===== config.mk =====
export PLATFORM = sky130hd
export DESIGN_NAME = uart_tx_arbiter
export DESIGN_NICKNAME = d
export VERILOG_FILES = /design/src/rtl/uart_tx_arbiter.sv
export SDC_FILE = /design/constraint.sdc
export NUM_CORES = 1
export LEC_CHECK = 0
export ABC_AREA = 1
export CORE_MARGIN = 3
export CORE_UTILIZATION = 40
export CTS_BUF_LIST = sky130_fd_sc_hd__clkbuf_4 sky130_fd_sc_hd__clkbuf_8
export CTS_CLUSTER_DIAMETER = 80
export DETAILED_ROUTE_END_ITERATION = 12
export PLACE_DENSITY = 0.9
export SLEW_MARGIN = 10
export SYNTH_ARGS = -nofsm -noshare
export SYNTH_HDL_FRONTEND = slang
export SYNTH_SLANG_ARGS = --single-unit

===== constraint.sdc =====
create_clock -name clock -period 2.6 [get_ports clock]
set_input_delay 0.52 -clock clock [delete_from_list [all_inputs] [get_ports clock]]
set_output_delay 0.52 -clock clock [all_outputs]
set_load 0.02 [all_outputs]

===== src/rtl/uart_tx_arbiter.sv =====
// Round-robin arbiter that locks one byte-stream requester onto a shared UART transmitter for a whole packet.
// Optional idle-owner release is enabled by defining UART_ARB_TIMEOUT_EN.
module uart_tx_arbiter #(
  parameter int NREQ           = 4,
  parameter int TIMEOUT_CYCLES = 1024
) (
  input  logic              clock,
  input  logic              resetb,
  input  logic [NREQ-1:0]   req_valid,
  input  logic [8*NREQ-1:0] req_data,
  input  logic [NREQ-1:0]   req_last,
  output logic [NREQ-1:0]   req_ready,
  output logic              tx_valid,
  output logic [7:0]        tx_data,
  input  logic              tx_ready,
  output logic [NREQ-1:0]   grant,
  output logic              busy,
  output logic              timeout_evt
);

  localparam int PW = (NREQ > 1) ? $clog2(NREQ) : 1;

  typedef enum logic {IDLE, GRANT} state_t;

  state_t          r_state;
  logic [NREQ-1:0] r_grant;
  logic [PW-1:0]   r_ptr;
  logic [PW-1:0]   r_owner;

  logic            w_own_valid;
  logic            w_own_last;
  logic            w_xfer;
  logic [7:0]      w_own_data;
  logic            w_found;
  logic [PW-1:0]   w_win;
  int unsigned     w_idx;

  // The datapath is gated purely by r_grant, which is zero outside GRANT and clears asynchronously on reset.
  always_comb begin
    w_own_valid = |(req_valid & r_grant);
    w_own_last  = |(req_last & r_grant);
    w_own_data  = '0;
    for (int unsigned i = 0; i < NREQ; i++) begin
      if (r_grant[i]) w_own_data = w_own_data | req_data[8*i +: 8];
    end
  end

  assign w_xfer    = w_own_valid & tx_ready;
  assign tx_valid  = w_own_valid;
  assign tx_data   = w_own_valid ? w_own_data : '0;
  assign req_ready = r_grant & {NREQ{tx_ready}};
  assign grant     = r_grant;
  assign busy      = (r_state == GRANT);

  always_comb begin
    w_found = 1'b0;
    w_win   = '0;
    w_idx   = 0;
    for (int unsigned k = 1; k <= NREQ; k++) begin
      w_idx = (32'(r_ptr) + k) % NREQ;
      if (!w_found && req_valid[PW'(w_idx)]) begin
        w_found = 1'b1;
        w_win   = PW'(w_idx);
      end
    end
  end

`ifdef UART_ARB_TIMEOUT_EN
  localparam int CW = $clog2(TIMEOUT_CYCLES + 1);
  logic [CW-1:0] r_cnt;
  logic          r_timeout_evt;
  assign timeout_evt = r_timeout_evt;
`else
  assign timeout_evt = 1'b0;
`endif

  always_ff @(posedge clock or negedge resetb) begin
    if (!resetb) begin
      r_state       <= IDLE;
      r_grant       <= '0;
      r_ptr         <= PW'(NREQ - 1);
      r_owner       <= '0;
`ifdef UART_ARB_TIMEOUT_EN
      r_cnt         <= '0;
      r_timeout_evt <= 1'b0;
`endif
    end else begin
`ifdef UART_ARB_TIMEOUT_EN
      r_timeout_evt <= 1'b0;
`endif
      case (r_state)
        IDLE: begin
          if (w_found) begin
            r_state <= GRANT;
            r_grant <= NREQ'(1) << w_win;
            r_owner <= w_win;
`ifdef UART_ARB_TIMEOUT_EN
            r_cnt   <= '0;
`endif
          end
        end
        GRANT: begin
          if (w_xfer && w_own_last) begin
            r_state <= IDLE;
            r_grant <= '0;
            r_ptr   <= r_owner;
          end
`ifdef UART_ARB_TIMEOUT_EN
          else if (!w_own_valid) begin
            if (r_cnt == CW'(TIMEOUT_CYCLES - 1)) begin
              r_state       <= IDLE;
              r_grant       <= '0;
              r_ptr         <= r_owner;
              r_cnt         <= '0;
              r_timeout_evt <= 1'b1;
            end else begin
              r_cnt <= r_cnt + CW'(1);
            end
          end else begin
            r_cnt <= '0;
          end
`endif
        end
        default: r_state <= IDLE;
      endcase
    end
  end

endmodule


==> results.toml <==
[run_status]
status = "finished clean"

[yosys]
netlist_instances = 168
syn_area_per_cell_um2 = 5.71
synth_nets = 211
seq_area_frac_synth_pct = 23.7
ys_types = 22
ys_ff_latch = 9
syn_area_um2 = 960
yosysWarnings = 0

[critical_path]
start_kind = "input pin"
r2r_slack_ns = 0.83
cp.depth = 6
crit_type = "input pin to output pin"
worstPathRequired_ns = 2.08
crit_buf_inv = 3
cp-end-kind = "output pin"
arrival_ns = 1.97
worstPathCellList = "clkdlybuf4s50_1 > nand2_1 > nand4_1 > inv_1 > a41oi_1 > clkdlybuf4s15_1"
max_stage_delay_ns = 0.53
r2r_start = "r_ptr[0]"
worst_r2r_path_depth = 11
cp_max_fo = 8
crit_path_end = "tx_data[6]"
timing.critical_path.from = "req_valid[0]"
cpMaxStageDelayCell = "clkdlybuf4s50_1"
crit_family = "buffers and inverters"
r2r-end = "grant[0]"

[layout]
area.sequential_um2 = 228
final_common_cell = "nand2_1"
drive_gt1_share_pct = 13.4
fill_cells = 185
utilization_pct = 70.9
diodes = 0
final_cell_mix = "89 x nand2_1, 52 x clkdlybuf4s50_1, 15 x nand3_1, 11 x inv_1, 8 x a41oi_1"
fin_nets = 275
multi_input_area_um2 = 634
areaGrowthSynthToFinish_pct = 66.5
fin_cells = 259

[timing]
fmax_ghz = 0.402
hold_viol = 0
timing.hold.ws_ns = 0.489
tns_ns = 0
rsz0062_at_grt = "false"
final-setup-viol-count = 0
period_share_pct = 95.7
period_needed_ns = 2.49
drv_slew = 0
clock_skew_ns = 0.000818

[floorplan]
boundaryPins = 62
rows = 17
dieHeight_um = 55.0
fp.coreArea_mm2 = 0.00225
start_util_pct = 42.6
die_x_um = 55.0
die_area_mm2 = 0.00302

[routing]
drt_iter0_drc = 37
firstDrtPassIters = 4
wl_um = 3270
viasPerCell = 4.99
ant_nets = 0
vias = 1293
wire_per_inst_um = 12.6
drc = 0

[grt]
grt_usage_pct = 23.0
antenna_found_initial = 0
grt_pass1_wl_um = 5010
grt_start_max_net_pins = 13
grt_pass1_vias = 1104
overflow = 0

[run]
drv_cap = 0

[clocking]
ctsRootBufferMaster = "clkbuf_4"
cts_tree = "built"
cts_buffers = 3
clock_sinks = 9
ctsHtreeMaxLevel = 1
path_clk_slew_ns = 0.06
insertion_delay_ns = 0.26
cts_max_path_buffers = 2
cts_setup_buffers = 0

[power]
vdd_drop_max_mv = 0.286
powerDensity_mw_per_mm2 = 224
leakagePower_nw = 0.744
power.total_mw = 0.358

[place]
dp_hpwl_um = 2610
globalplace.congestion = 0.824
portBuffers = 60
post-place-cells = 255

[worst_hold_path]
hold_class = "register to register"
-- worst register-to-register path: stages (launching register included) --
cell,delay [ns]
dfstp_2,0.66
inv_2,0.15
nand2_1,0.09
nand2_1,0.08
nand2_2,0.11
nand2_4,0.07
nor2_4,0.09
nand3_2,0.10
nand2_4,0.14
inv_2,0.05
nand3_1,0.07
nand2_1,0.06
-- layout make-up --
type                            count  share of cell area [%]
Clock buffer                        4                    1.88
Inverter                           15                    3.52
Multi-Input combinational cell    137                    39.7
Sequential cell                     9                    14.3
Tap cell                           28                    2.19
Timing Repair Buffer               66                    38.4
-- synthesized netlist by cell type, drive strengths merged --
cell type / count / area, um2
clkbuf: 4 / 15.0
o21ai: 2 / 10.0
dfstp: 2 / 52.6
a41oi: 8 / 70.1
nand3: 16 / 85.1
nand2: 94 / 375
conb: 1 / 3.75
buf: 3 / 26.3
dfrtp: 7 / 175
inv: 15 / 56.3
nor2: 8 / 42.5
a21oi: 3 / 15.0
nand4: 4 / 25.0
o21a: 1 / 7.51
-- routing by layer --
| metal | wire length [um] | track usage (%) |
|---|---|---|
| met2 | 1580 | 34.1 |
| met4 | 91 | 10.1 |
| met1 | 1360 | 30.9 |
| met5 | 0 | 0 |
| met3 | 246 | 6.43 |
-- stage by stage --
step	setup slack [ns]	instance area, um2
final	0.111	1600
after global routing	0.00184	1600
after CTS	0.0538	1620
after detailed placement	-0.232	1600
after global placement	-0.141	1600
after floorplan	0.679	960
-- power breakdown --
| group | switching (mW) | leakage (nW) | total, mW | internal [mW] |
|---|---|---|---|---|
| clock | 0.0506 | 0.0184 | 0.120 | 0.0697 |
| sequential | 0 | 0.114 | 0.140 | 0.140 |
| combinational | 0.0332 | 0.612 | 0.0980 | 0.0649 |
| total | 0.0837 | 0.744 | 0.358 | 0.275 |
-- registers in the layout (all words and copies together) (netlist names) --
name     count
r_ptr        2
busy         1
grant        4
r_owner      2
-- worst min path at each step --
stage / to / cells after the start / startpoint / slack (ns)
5_1_grt: grant[1] / 1 / resetb / 0.56
3_5_place_dp: r_owner[0] / 2 / r_owner[0] / 0.48
2_1_floorplan: busy / 0 / resetb / 0.22
3_3_place_gp: r_owner[0] / 2 / r_owner[0] / 0.48
4_1_cts: r_owner[0] / 2 / r_owner[0] / 0.50
6_report: r_owner[0] / 2 / r_owner[0] / 0.49
-- cell families (layout without fill, tap and decap cells) --
| logic type | Yosys count | in the layout | share of synthesized area, % |
|---|---|---|---|
| buffers and inverters | 22 | 85 | 10.2 |
| DFF | 9 | 9 | 23.7 |
| and+or+nand+nor | 122 | 122 | 55.0 |
| other | 1 | 1 | 0.391 |
| AOI/OAI and AO/OA | 14 | 14 | 10.7 |
-- timing repair --
item	4_1_cts	5_1_grt
endpoints found under the hold margin	0	0
gates resized for setup	8	21
setup endpoints to repair	8	8
hold buffers	0	0
Note: power is estimated with default switching activity, not from simulation.
